[src/rtl/uart_tx_feeder_pkg.sv]
`default_nettype none
// ----------------------------------------------------------------------------
// uart_tx_feeder_pkg : shared defaults, FSM encoding and width helper
// Rev 1.0
// ----------------------------------------------------------------------------
package uart_tx_feeder_pkg;

  localparam int c_DATA_W_DEF  = 8;
  // One 10-bit frame at 50 MHz / 115200 is about 4340 cycles; leave ample margin.
  localparam int c_TMO_CYC_DEF = 8192;

  typedef enum logic [1:0] {
    ST_IDLE  = 2'd0,
    ST_START = 2'd1,
    ST_WAIT  = 2'd2,
    ST_GAP   = 2'd3
  } state_t;

  function automatic int cnt_w(input int n);
    return (n > 1) ? $clog2(n) : 1;
  endfunction

endpackage
`default_nettype wire

[src/rtl/uart_sync_fifo.sv]
`default_nettype none
// ----------------------------------------------------------------------------
// uart_sync_fifo : single-clock FIFO with registered flags and read data
// Rev 1.0
// ----------------------------------------------------------------------------
module uart_sync_fifo #(
  parameter int DEPTH  = 16,
  parameter int AW     = 4,
  parameter int DATA_W = 8
) (
  input  logic              clk_ref,
  input  logic              rst,
  input  logic              i_wr,
  input  logic [DATA_W-1:0] i_wr_dat,
  input  logic              i_rd,
  output logic              o_full,
  output logic              o_empty,
  output logic [AW:0]       o_level,
  output logic              o_overflow,
  output logic [DATA_W-1:0] o_rd_dat
);

  logic [DATA_W-1:0] r_mem [DEPTH];
  logic [AW-1:0]     r_wr_ptr;
  logic [AW-1:0]     r_rd_ptr;
  logic [AW:0]       r_count;
  logic              r_full;
  logic              r_empty;
  logic              r_overflow;
  logic [DATA_W-1:0] r_rd_dat;

  logic              w_wr;
  logic              w_rd;
  logic [AW:0]       w_count_nxt;

  assign w_wr = i_wr && !r_full;
  assign w_rd = i_rd && !r_empty;

  always_comb begin
    w_count_nxt = r_count;
    case ({w_wr, w_rd})
      2'b10:   w_count_nxt = r_count + (AW+1)'(1);
      2'b01:   w_count_nxt = r_count - (AW+1)'(1);
      default: w_count_nxt = r_count;
    endcase
  end

  always_ff @(posedge clk_ref) begin
    if (w_wr) r_mem[r_wr_ptr] <= i_wr_dat;
  end

  // Flags follow the next count so they are valid on the same edge as the level.
  always_ff @(posedge clk_ref) begin
    if (rst) begin
      r_wr_ptr   <= '0;
      r_rd_ptr   <= '0;
      r_count    <= '0;
      r_full     <= 1'b0;
      r_empty    <= 1'b1;
      r_overflow <= 1'b0;
      r_rd_dat   <= '0;
    end else begin
      if (w_wr) r_wr_ptr <= r_wr_ptr + AW'(1);
      if (w_rd) begin
        r_rd_dat <= r_mem[r_rd_ptr];
        r_rd_ptr <= r_rd_ptr + AW'(1);
      end
      r_count    <= w_count_nxt;
      r_full     <= (w_count_nxt == (AW+1)'(DEPTH));
      r_empty    <= (w_count_nxt == '0);
      r_overflow <= i_wr && r_full;
    end
  end

  assign o_full     = r_full;
  assign o_empty    = r_empty;
  assign o_level    = r_count;
  assign o_overflow = r_overflow;
  assign o_rd_dat   = r_rd_dat;

endmodule
`default_nettype wire

[src/rtl/uart_tx_feeder.sv]
`default_nettype none
// ----------------------------------------------------------------------------
// uart_tx_feeder : FIFO-buffered byte sequencer feeding the UART transmitter
// Rev 1.0
// ----------------------------------------------------------------------------
module uart_tx_feeder
  import uart_tx_feeder_pkg::*;
#(
  parameter int DATA_W  = c_DATA_W_DEF,
  parameter int DEPTH   = 16,
  parameter int AW      = 4,
  parameter int GAP_CYC = 0,
  parameter int TMO_CYC = c_TMO_CYC_DEF
) (
  input  logic              clk_ref,
  input  logic              rst,
  input  logic              i_wr_en,
  input  logic [DATA_W-1:0] i_wr_dat,
  output logic              o_full,
  output logic              o_empty,
  output logic [AW:0]       o_level,
  output logic              o_overflow,
  output logic [DATA_W-1:0] o_tx_dat,
  output logic              o_tx_en,
  input  logic              i_tx_over,
  output logic              o_busy,
  output logic              o_tx_timeout
);

  localparam int GW = cnt_w(GAP_CYC + 1);
  localparam int WW = cnt_w(TMO_CYC);
  localparam logic [GW-1:0] c_GAP_LAST  = GW'((GAP_CYC > 0) ? GAP_CYC - 1 : 0);
  localparam logic [WW-1:0] c_WDOG_LAST = WW'(TMO_CYC - 1);

  state_t        r_state;
  state_t        w_state_nxt;
  logic [GW-1:0] r_gap_cnt;
  logic [WW-1:0] r_wdog;
  logic          r_tx_en;
  logic          w_pop;
  logic          w_timeout;
  logic          w_empty;

  uart_sync_fifo #(
    .DEPTH  (DEPTH),
    .AW     (AW),
    .DATA_W (DATA_W)
  ) u_fifo (
    .clk_ref    (clk_ref),
    .rst        (rst),
    .i_wr       (i_wr_en),
    .i_wr_dat   (i_wr_dat),
    .i_rd       (w_pop),
    .o_full     (o_full),
    .o_empty    (w_empty),
    .o_level    (o_level),
    .o_overflow (o_overflow),
    .o_rd_dat   (o_tx_dat)
  );

  always_comb begin
    w_state_nxt = r_state;
    w_pop       = 1'b0;
    w_timeout   = 1'b0;
    case (r_state)
      ST_IDLE: begin
        if (!w_empty) begin
          w_pop       = 1'b1;
          w_state_nxt = ST_START;
        end
      end
      ST_START: w_state_nxt = ST_WAIT;
      ST_WAIT: begin
        // An abandoned byte leaves WAIT exactly as a completed one would.
        w_timeout = (r_wdog == c_WDOG_LAST) && !i_tx_over;
        if (i_tx_over || w_timeout)
          w_state_nxt = (GAP_CYC > 0) ? ST_GAP : ST_IDLE;
      end
      ST_GAP: begin
        if (r_gap_cnt == c_GAP_LAST) w_state_nxt = ST_IDLE;
      end
      default: w_state_nxt = ST_IDLE;
    endcase
  end

  always_ff @(posedge clk_ref) begin
    if (rst) begin
      r_state   <= ST_IDLE;
      r_gap_cnt <= '0;
      r_wdog    <= '0;
      r_tx_en   <= 1'b0;
    end else begin
      r_state <= w_state_nxt;
      r_tx_en <= w_pop;
      if (r_state == ST_START)
        r_wdog <= '0;
      else if (r_state == ST_WAIT && r_wdog != c_WDOG_LAST)
        r_wdog <= r_wdog + WW'(1);
      if (r_state == ST_WAIT)
        r_gap_cnt <= '0;
      else if (r_state == ST_GAP && r_gap_cnt != c_GAP_LAST)
        r_gap_cnt <= r_gap_cnt + GW'(1);
    end
  end

  assign o_empty      = w_empty;
  assign o_tx_en      = r_tx_en;
  assign o_busy       = (r_state != ST_IDLE);
  assign o_tx_timeout = w_timeout;

endmodule
`default_nettype wire

[config.mk]
export PLATFORM = sky130hd
export DESIGN_NAME = uart_tx_feeder
export DESIGN_NICKNAME = d
export VERILOG_FILES = /design/src/rtl/uart_tx_feeder_pkg.sv /design/src/rtl/uart_sync_fifo.sv /design/src/rtl/uart_tx_feeder.sv
export SDC_FILE = /design/constraint.sdc
export NUM_CORES = 1
export LEC_CHECK = 0
export ABC_AREA = 1
export CELL_PAD_IN_SITES_DETAIL_PLACEMENT = 1
export CELL_PAD_IN_SITES_GLOBAL_PLACEMENT = 2
export CORE_ASPECT_RATIO = 1.5
export CORE_MARGIN = 5
export CORE_UTILIZATION = 37
export CTS_CLUSTER_DIAMETER = 50
export CTS_CLUSTER_SIZE = 25
export DETAILED_ROUTE_END_ITERATION = 16
export PLACE_DENSITY = 0.74
export SLEW_MARGIN = 20
export SYNTH_ARGS = -nofsm -noshare
export SYNTH_HDL_FRONTEND = slang
export SYNTH_SLANG_ARGS = --single-unit
[constraint.sdc]
create_clock -name clk_ref -period 1.8 [get_ports clk_ref]
set_input_delay 0.27 -clock clk_ref [delete_from_list [all_inputs] [get_ports clk_ref]]
set_output_delay 0.27 -clock clk_ref [all_outputs]
set_load 0.01 [all_outputs]
# --- Word-level counts from Yosys, hierarchy flattened ---
# Memory sizes are Yosys's and may differ from the RTL's. A register that Yosys moved wholly into a read port is not among the register bits.
# Index checks and enable logic that the tools add are counted.
word_totals:
  word_cells: 54
  mem_count: 1
  ramBits: 128
  output_inout_bits: 19
  ff_bits: 33
  inputBits: 12
op_classes:
  n_eq_ne: 11
  add_sub_neg: 6
  n_reduce_logical: 16
  muxes: 10
mem_list:
  columns: ["memory", "depth", "word_bits", "rd", "rd_ports_with_merged_regs", "write_ports", "line_no", "rtl"]
  rows:
  - ["u_fifo.r_mem", 16, 8, 1, 1, 1, "uart_sync_fifo.sv:23", "logic [DATA_W-1:0] r_mem [DEPTH];"]
ops:
  columns: ["cell", "n"]
  rows:
  - ["adder 13 x 1 -> 13 bit, second input constant", 1]
  - ["== test 13 bit, second input constant", 1]
  - ["inequality test 13 bit, second input constant", 1]
  - ["case mux 5 bit (2 select lines)", 1]
  - ["adder 4 x 1 -> 4 bit, second input constant", 2]
  - ["case mux 2 bit (4 select lines)", 1]
  - ["== test 2 bit, second input constant", 3]
  - ["logical AND 1 bit", 6]
  - ["two-way mux 2 bit", 3]
  - ["inequality test 2 bit, second input constant", 3]
  - ["adder 5 x 1 -> 5 bit, second input constant", 1]
  - ["== test 5 bit, second input constant", 1]
  - ["logical NOT 5 bit", 1]
  - ["two-way mux 1 bit", 5]
  - ["subtractor 5 x 1 -> 5 bit, second input constant", 1]
  - ["== test 2 x 1 -> 1 bit, second input constant", 2]
  - ["OR reduction 2 bit", 2]
  - ["logical NOT 1 bit", 3]
  - ["AND reduction 3 bit", 1]
  - ["logical NOT 2 bit", 1]
  - ["nonzero test 2 bit", 1]
  - ["adder 1 bit, second input constant", 1]
  - ["logical OR 1 bit", 1]

# --- Depth between registers and ports, before layout ---
logic_depth:
  ltp_word: 6
  depth_mapped: 16

# --- Modules after synthesis ---
# Synthesis repeated with hierarchy kept, for this count alone.
hier_totals:
  cells_unflattened: 675
  area_unflattened_um2: 7201.9
modules_own_cells:
  columns: ["mod", "cells_per_inst", "instances", "area_each_um2", "seq_area_each_um2"]
  rows:
  - ["uart_sync_fifo", 533, 1, 6219.7, 4324.1]
  - ["uart_tx_feeder", 142, 1, 982.2, 340.3]

# --- Worst setup path before layout ---
# Ideal clock, no wire load.
synth_path:
  path_type: "reg2reg"
  startpoint: "register r_state[1]"
  endpoint: "register u_fifo.r_empty (netlist: u_fifo.o_empty)"
  synth_period_minus_slack_ps: 1900
  setup_ps: 68
  arrival_time_ps: 1831
  path_stages_with_launch: 12
  required_ps: 1732
  slack_ps: -100
  path_cell_list: "dfxtp_1 -> nor2_4 -> inv_1 -> nor2_2 -> buf_2 -> ha_1 -> buf_2 -> o21ai_0 -> nand2_1 -> nor2_1 -> nand3_2 -> o21bai_2"
synth_via:
  elab_chain_cells: 6
synth_rtl:
  columns: ["item", "line_no", "rtl"]
  rows:
  - ["start, declared", "uart_tx_feeder.sv:35", "state_t r_state;"]
  - ["start signal, assigned", "uart_tx_feeder.sv:93", "r_state <= w_state_nxt;"]
  - ["logical NOT 2 bit (*)", "uart_tx_feeder.sv:65", "case (r_state)"]
  - ["two-way mux 1 bit (*)", "uart_tx_feeder.sv:65", null]
  - ["logical AND 1 bit (*)", "uart_sync_fifo.sv:37", "assign w_rd = i_rd && !r_empty;"]
  - ["== test 2 x 1 -> 1 bit or == test 2 bit (tied branches)", "uart_sync_fifo.sv:41", "case ({w_wr, w_rd})"]
  - ["case mux 5 bit (2 select lines) (*)", "uart_sync_fifo.sv:41", null]
  - ["logical NOT 5 bit (*)", "uart_sync_fifo.sv:70", "r_empty <= (w_count_nxt == '0);"]
  - ["end signal, assigned", "uart_sync_fifo.sv:70", null]
  - ["end, declared", "uart_sync_fifo.sv:28", "logic r_empty;"]
# Every way passes the cells marked *; elsewhere a longest branch is shown, timed or not.
# A chain may end at the register's enable or synchronous reset.

# --- Worst setup path in the final report ---
layout_path:
  startpoint: "register r_wdog[0]"
  endpoint: "output port o_tx_timeout"
layout_via:
  elab_chain_cells: 3
layout_rtl:
  columns: ["item", "line_no", "rtl"]
  rows:
  - ["start, declared", "uart_tx_feeder.sv:38", "logic [WW-1:0] r_wdog;"]
  - ["start signal, assigned", "uart_tx_feeder.sv:98", "r_wdog <= r_wdog + WW'(1);"]
  - ["== test 13 bit", "uart_tx_feeder.sv:75", "w_timeout = (r_wdog == c_WDOG_LAST) && !i_tx_over;"]
  - ["logical AND 1 bit", "uart_tx_feeder.sv:75", null]
  - ["two-way mux 1 bit", "uart_tx_feeder.sv:65", null]
  - ["end, declared", "uart_tx_feeder.sv:27", "output logic o_tx_timeout"]
# No other way between the ends.

==> run metrics <==
Total Power=12.4 mW; CP peak stage delay=0.36 ns; switching share of total power=32.6%; sequential fraction of design power=37.9%; Fin. Hold Viols=0; GR Util All Layers=17.6%; syn_nets=664; CP Launch Type=flip-flop; vias in the first global route=5632; first-pass GRT wire length=30100 um; GP Congestion=0.787; Worst EP required=1.53 ns; Clock Sinks=169; CP max-delay cell=dfxtp_2; I/O Buffers=30; Peak VDD IR=0.838 mV; Int Power=8.35 mW; Initial DRT Pass Iterations=4; fin. max-slew vios=0; hold crit path type=reg2reg; Max clock buf depth=2; io pins=31; sequential cell area fraction in the yosys report=65.8%; cell area after layout=8990 um2; H-tree levels=4; area post-placement=8160 um2; CTS Root Cell=clkbuf_16; Cell Area, Synth=7090 um2; post-route ant nets=0; clock slew seen by the registers of the worst setup and hold paths=0.07 ns; critical path peak fanout=2; Synthesis Warnings=0; GR Overflow Total=0; synth top area cells=edfxtp_1, dfxtp_1, nor2_1; Max Freq=0.553 GHz; Die H=180 um; drt wl/cell=18.5 um; largest net degree at the start of global routing=47; placed wire-length estimate=13200 um; area share of the largest cell type after synthesis=54.2%; Layout Skew=0.0125 ns; status=complete, but fails checks; post-synth top area cell=edfxtp_1; DRT Wirelength=18700 um; 1st-iter DRT viols=198; Core Footprint=19000 um2; Layout area overhead=26.8%; vias post-DR=5149; combinational share of power=31.5%; initial antenna violation count=0; CTS tree=yes; Die Width=123 um; WP data arrival=1.54 ns; final period utilization=100%; Max-slew headroom=55.5%; # nets final=765; fillers=2050; Final min period=1.81 ns; Net Sw Power=4.04 mW; clock share of power=30.6%; critical-path cell list=ha_4 > inv_4 > nor2_4 > nand3_2 > nor4b_2 > buf_2; Starting Density=37.3%; cts bufs inserted=17; area of the multi-input gates=2200 um2; dpl cells=974; setup violators final=1; Site Rows=62; Non-Filler Instances=1012; Reg area=4680 um2; Synth Instances=643; # diodes=0; Synth Register Bits=169; max cap viols=0; Pleak=3.26 nW; worst skew pair latency=0.42 ns; # hold bufs at CTS=0; DRC violations left=0; RSZ-0062 raised after global routing=true; Cell Pwr Density=1380 nW/um2; crit end category=primary output; actual slew at the worst max-slew pin=0.665 ns; DR vias/cell=5.09; Syn Area/Cell=11.0 um2; synth unique cells=36; Die ar.=22100 um2; Crit Path Class=reg2out; failing checks=setup timing; layout cells sized above 1=23.0%; Final WS setup=-0.00895 ns
[cells by family (layout without fill, tap and decap cells)]
group | count (synthesis) | after routing | synth area share, %
AOI/OAI and AO/OA | 141 | 141 | 11.7
xor gates and xnor gates | 4 | 4 | 0.494
buffers and inverters | 83 | 196 | 5.21
and+or+nand+nor | 237 | 237 | 15.2
adders and majority gates | 9 | 9 | 1.59
DFF | 169 | 169 | 65.8
[worst max-delay path: cells and delay by family (launching register included)]
| kind | cells | cell delay [ns] |
|---|---|---|
| buffers and inverters | 2 | 0.20 |
| AND/OR/NAND/NOR | 3 | 0.41 |
| adder cells (fa/ha/maj) | 1 | 0.15 |
| flip-flops | 1 | 0.36 |
[flip-flops by register name, summed over array words and instances (netlist names)]
name               cells
u_fifo.r_mem         128
r_wdog                13
u_fifo.o_rd_dat        8
u_fifo.o_level         5
u_fifo.r_rd_ptr        4
u_fifo.r_wr_ptr        4
r_state                2
o_tx_en                1
r_gap_cnt              1
u_fifo.o_empty         1
u_fifo.o_full          1
u_fifo.o_overflow      1
[synth_stat cells, drive strengths merged]
library cell,instances
nand3b,1
nand4,4
nor3,8
clkinv,2
o21ai,79
edfxtp,128
o211ai,28
nor4b,1
o221ai,12
ha,9
xor2,3
dfxtp,41
nor2,129
a21oi,20
inv,52
nor3b,1
clkbuf,5
buf,24
xnor2,1
a31o,1
nand2,51
nand3,42
o21bai,1
[stage by stage]
stage	hold WS (ns)	setup WS (ns)	TNS, ns	util (%)
after floorplan	0.349	0.00498	0	-
after global placement	0.429	-0.300	-18.80	42.9
after detailed placement	0.438	-0.388	-26.13	42.9
after CTS	0.448	-0.0705	-0.0705	46.5
after global routing	0.473	-0.134	-0.425	47.3
final	0.446	-0.00895	-0.00895	47.3
[cells in the final DEF, fill, tap and decap left out, types with 6 or more instances in the layout]
| master | count |
|---|---|
| a21oi_1 | 19 |
| buf_4 | 75 |
| clkbuf_16 | 17 |
| clkdlybuf4s50_1 | 28 |
| dfxtp_1 | 33 |
| dfxtp_2 | 7 |
| edfxtp_1 | 128 |
| ha_1 | 6 |
| inv_1 | 42 |
| inv_2 | 8 |
| nand2_1 | 40 |
| nand2_2 | 9 |
| nand3_1 | 34 |
| nand3_2 | 6 |
| nor2_1 | 120 |
| o211ai_1 | 28 |
| o21ai_0 | 71 |
| o21ai_1 | 7 |
| o221ai_1 | 12 |
[power groups by stage]
stage	registers [mW]	logic, mW	clock network [mW]
3_3_place_gp	4.74	3.59	0
3_5_place_dp	4.76	3.67	0
5_1_grt	4.72	4.33	4.04
2_1_floorplan	4.77	2.08	0
6_report	4.69	3.90	3.79
4_1_cts	4.68	3.74	3.88
[final timing paths]
path	startpoint	cells past startpoint	endpoint	slack (ns)
worst min-delay path	r_gap_cnt	2	r_gap_cnt	0.45
worst max register to register	r_state[0]	12	u_fifo.o_full	0.02
worst max-delay path	r_wdog[0]	6	o_tx_timeout	-0.009
worst min register to register	r_gap_cnt	2	r_gap_cnt	0.45
[cell type report]
cell class                      instances  area share, %
Clock inverter                         14           2.07
Multi-Input combinational cell        391           24.5
Timing Repair Buffer                  111           10.8
Clock buffer                           17           4.73
Inverter                               54           2.31
Tap cell                              256           3.56
Sequential cell                       169           52.0
[routing by layer]
metal / up-vias / GRT usage (%) / share of wire [%]
li1: 2468 / - / -
met1: 2592 / 20.4 / 40
met2: 68 / 33.0 / 57
met3: 21 / 2.30 / 1.9
met4: 0 / 5.19 / 1.5
met5: - / 0 / 0
[timing repair]
| action | in CTS | in global routing |
|---|---|---|
| buffers inserted | 3 | 4 |
| setup endpoints to repair | 13 | 16 |
| gates resized for setup | 21 | 31 |
| pin swaps | 3 | 11 |
No activity file was read; power rests on OpenSTA's default activity.
==> edit 1: new RTL, same settings <==
Register the output `o_tx_timeout`, with the module's reset; this adds one clock of latency there. The other outputs are not delayed to match.
--- a/src/rtl/uart_tx_feeder.sv
+++ b/src/rtl/uart_tx_feeder.sv
@@ -108,3 +108,9 @@
   assign o_busy       = (r_state != ST_IDLE);
-  assign o_tx_timeout = w_timeout;
+  always_ff @(posedge clk_ref) begin
+    if (rst) begin
+      o_tx_timeout <= '0;
+    end else begin
+      o_tx_timeout <= w_timeout;
+    end
+  end
 
Behaviour: no difference found for any inputs over 10 cycles, from zero or initial values and one cycle with rst high; that may be too few to reach the edited logic, so the function may still have changed.
==> edit 1 against the unedited design <==
  * Final area shrank 2.5%
  * Final cell count shrank 2.5%
  * Worst setup slack gained 0.073 ns
  * Utilization shrank 1.6 points
  * Synthesized area grew 1.2%
  * Power shrank 0.91%
  * Wire length grew 3.5%
  * Sequential cell count grew 1
==> edit 1: results (changes against the unedited design) <==
count of mapped cells out of synthesis 639 (-0.62%); Non-Filler Instances 987 (-2.5%); cell area after placement 8100 um2 (-0.64%); power in the clock group 3.68 mW (-3%); GP Congestion 0.806 (+2.3%); path category of the worst min-delay check in -> reg; GRT Util Overall 18.0% (+0.47 points); sum of met3 wire segment lengths after detailed routing 624 um (+79%); reg2reg path depth 15 (+3); signal buffers share of area 8.80% (-2.0 points); Combinational Power Share 31.6% (about the same); proportion of cell area occupied by multi-input gates 24.9% (+0.43 points); maximum number of pins on one net before global-route repair 39 (-17%); outcome finished clean; Leak Pwr 3.09 nW (-5.1%); final-stage net count 739 (-3.4%); relative area of clock buffers and inverters in the final design 6.76% (-0.051 points); placed insts 954 (-2.1%); Critical Path Start r_state[0]$_SDFFE_PP0P_; non-clock inverter instance count of the final layout 53 (-1.9%); top post-synthesis cells by area sky130_fd_sc_hd__edfxtp_1 (54%), sky130_fd_sc_hd__dfxtp_1 (12%), sky130_fd_sc_hd__nor2_1 (6.0%); Fill cells 2,091 (+2.0%); maximum clock frequency 576 MHz (+4.2%); endpoint of the worst setup timing path u_fifo.o_level[4]$_SDFF_PP0_; fraction of final layout cells sized beyond drive strength 1 19.6% (-3.5 points); met1 Usage GRT 20.5% (+0.042 points); detailed-route via count 5,062 (-1.7%); setup slack of the most critical reg-to-reg path 0.06 ns (+0.04 ns); sequential fraction of the synthesis area 65.3% (-0.50 points); actual transition at the worst max-transition pin 0.650 ns (-0.0149 ns); worst slack at placement -0.326 ns (+0.0627 ns); multi-input gates 387 (-1.0%); Max stage delay cell, worst path sky130_fd_sc_hd__dfxtp_4; Total Routed Length 19.4 mm (+3.5%); register area 4690 um2 (+0.37%); largest voltage drop on the vdd net 661 uV (-21%); net switching power figure 4.12 mW (+1.9%); CP Data Arrival Time 2.05 ns (+0.51 ns); Seq cells post-synth 170 (+0.59%); Netlist cell types 39 (+8.3%); routed metal-1 wire length 7.52 mm (+0.94%); HPWL after detailed placement 13.4 mm (+1.5%)
==> edit 1: cell types whose count changed in the layout (fill, tap and decap cells not counted), sizes merged, moves of 2 or more <==
| cell | unedited run | this run |
|---|---|---|
| clkinv | 3 | 9 |
| o21ai | 79 | 75 |
| nor2 | 129 | 123 |
| inv | 58 | 55 |
| clkinvlp | 4 | 2 |
| nor4 | 0 | 3 |
| nand4 | 4 | 7 |
| nor3 | 8 | 6 |
| buf | 82 | 59 |
==> edit 1: cells by family after synthesis <==
family          synth area share (%)
compound gates                  11.5
simple gates                    16.0
fa+ha+maj                       1.57
flops                           65.3
xor+xnor                       0.366
buf+inv                         5.22
==> edit 1: repair_timing <==
item | in CTS | in global routing
setup buffers | 0 | 1
pin swaps | 1 | 10
gates resized for setup | 2 | 14
endpoints found under the setup margin | 4 | 6
==> edit 2: new RTL, config.mk and constraints unchanged <==
Made on the original files. `c_TMO_CYC_DEF`: 8192 -> 2048.
--- a/src/rtl/uart_tx_feeder_pkg.sv
+++ b/src/rtl/uart_tx_feeder_pkg.sv
@@ -9,3 +9,3 @@
   // One 10-bit frame at 50 MHz / 115200 is about 4340 cycles; leave ample margin.
-  localparam int c_TMO_CYC_DEF = 8192;
+  localparam int c_TMO_CYC_DEF = 2048;
 
Function: same outputs for any inputs over 10 cycles, from zero or initial values and one cycle with rst high; that may be too few to reach the edited logic, so the function may still have changed.
==> edit 2 against the unedited design <==
  * Die area down 2.2%
  * Critical endpoint is now u_fifo.o_empty$_SDFF_PP1_
  * Sequential cell count shrank 2
  * Synthesized area is 2.4% lower
  * Worst hold slack lost 0.010 ns
  * Clock power down 11%
  * Worst setup slack improved by 0.016 ns
  * Maximum frequency up 0.90%
  * Power shrank 4.3%
  * Final area is 3.4% lower
  * Wire length fell by 1.1%
==> edit 2: results (changes against the unedited design) <==
outcome finished clean; worst-path fanout max 4 (+2); number of non-clock buffers in the layout 102 (-8.1%); fraction of the mapped netlist area in compound gates 11.6% (-0.078 points); seq_cells 167 (-1.2%); area of combinational cells with multiple inputs 2100 um2 (-4.4%); reg-to-reg endpoint u_fifo.o_empty$_SDFF_PP1_; GRT Util Overall 17.6% (+0.022 points); largest voltage drop on the vdd net 762 uV (-9.0%); DR WL met2 10.1 mm (-4.6%); top post-synthesis cells by count sky130_fd_sc_hd__edfxtp_1 (128), sky130_fd_sc_hd__nor2_1 (122), sky130_fd_sc_hd__o21ai_0 (66), sky130_fd_sc_hd__nand2_1 (47), sky130_fd_sc_hd__inv_1 (43); synthesized-area fraction occupied by xor and xnor cells 0.633% (+0.14 points); met1 Usage GRT 19.7% (-0.68 points); maximum number of pins on one net before global-route repair 33 (-30%); Synth-to-Final Area Change 25.5%; number of global-route vias before repair 5,446 (-3.3%); signal buffers share of area 10.2% (-0.60 points); Max stage delay cell, worst path sky130_fd_sc_hd__dfxtp_4; Design Area, Final 8680 um2 (-3.4%); CP Data Arrival Time 2.13 ns (+0.59 ns); worst slack at placement -0.320 ns (+0.0684 ns); register area 4640 um2 (-0.78%); multi-input gates 381 (-2.6%); Netlist cell types 33 (-8.3%); GR met3 Demand/Resource 2.90% (+0.61 points); top post-synthesis cells by area sky130_fd_sc_hd__edfxtp_1 (56%), sky130_fd_sc_hd__dfxtp_1 (11%), sky130_fd_sc_hd__nor2_1 (6.6%); Adder-Cell Fraction of Synth Area 1.63% (+0.038 points); Worst Hold Depth 3 (+1); worst hold margin 0.436 ns (-0.0102 ns); net count after synthesis 649 (-2.3%); routed metal-1 wire length 7.52 mm (+0.95%); Layout Skew 0.00826 ns (-0.00422 ns); sequential fraction of the synthesis area 66.8% (+1.0 points); placed insts 947 (-2.8%); endpoint of the worst hold path u_fifo.o_overflow$_SDFF_PP0_; detailed-route via count 5,016 (-2.6%); actual transition at the worst max-transition pin 0.703 ns (+0.0379 ns); HPWL after detailed placement 12.7 mm (-3.9%); relative area of clock buffers and inverters in the final design 6.28% (-0.52 points); final-stage net count 740 (-3.3%)
## edit 2: cell types whose count changed after synthesis, moves of 3 or more
cell                       unedited run  this run
sky130_fd_sc_hd__o21ai_0             72        66
sky130_fd_sc_hd__nor4_1               0         3
sky130_fd_sc_hd__inv_1               47        43
sky130_fd_sc_hd__o221ai_1            12         8
sky130_fd_sc_hd__clkbuf_1             5         9
sky130_fd_sc_hd__o211ai_1            28        32
## edit 2: what timing repair did
| item | in CTS | in global routing |
|---|---|---|
| setup endpoints to repair | 4 | 8 |
| resized for setup | 12 | 38 |
| pin swaps | 1 | 13 |
| buffers inserted | 1 | 4 |
| gates cloned | 0 | 0 |
## edit 2: power by group through the flow
stage / Sequential [mW] / Clock [mW] / Combinational (mW)
after floorplan: 4.72 / 0 / 2.08
after global placement: 4.69 / 0 / 3.43
after detailed placement: 4.70 / 0 / 3.55
after CTS: 4.63 / 3.44 / 3.61
after global routing: 4.68 / 3.62 / 4.27
final: 4.64 / 3.37 / 3.85
## edit 2: worst max path at each step
stage | slack [ns] | endpoint | depth (start not counted) | startpoint
final | 0.007 | u_fifo.o_empty$_SDFF_PP1_ | 12 | r_state[0]$_SDFFE_PP0P_
after global routing | -0.1 | u_fifo.o_empty$_SDFF_PP1_ | 12 | r_state[0]$_SDFFE_PP0P_
after CTS | 0.0005 | o_tx_timeout | 5 | r_wdog[8]$_SDFFE_PP0P_
after detailed placement | -0.32 | u_fifo.o_full$_SDFF_PP0_ | 16 | i_wr_en
after global placement | -0.27 | u_fifo.o_full$_SDFF_PP0_ | 16 | i_wr_en
after floorplan | 0.007 | u_fifo.o_empty$_SDFF_PP1_ | 12 | r_state[0]$_SDFFE_PP0P_
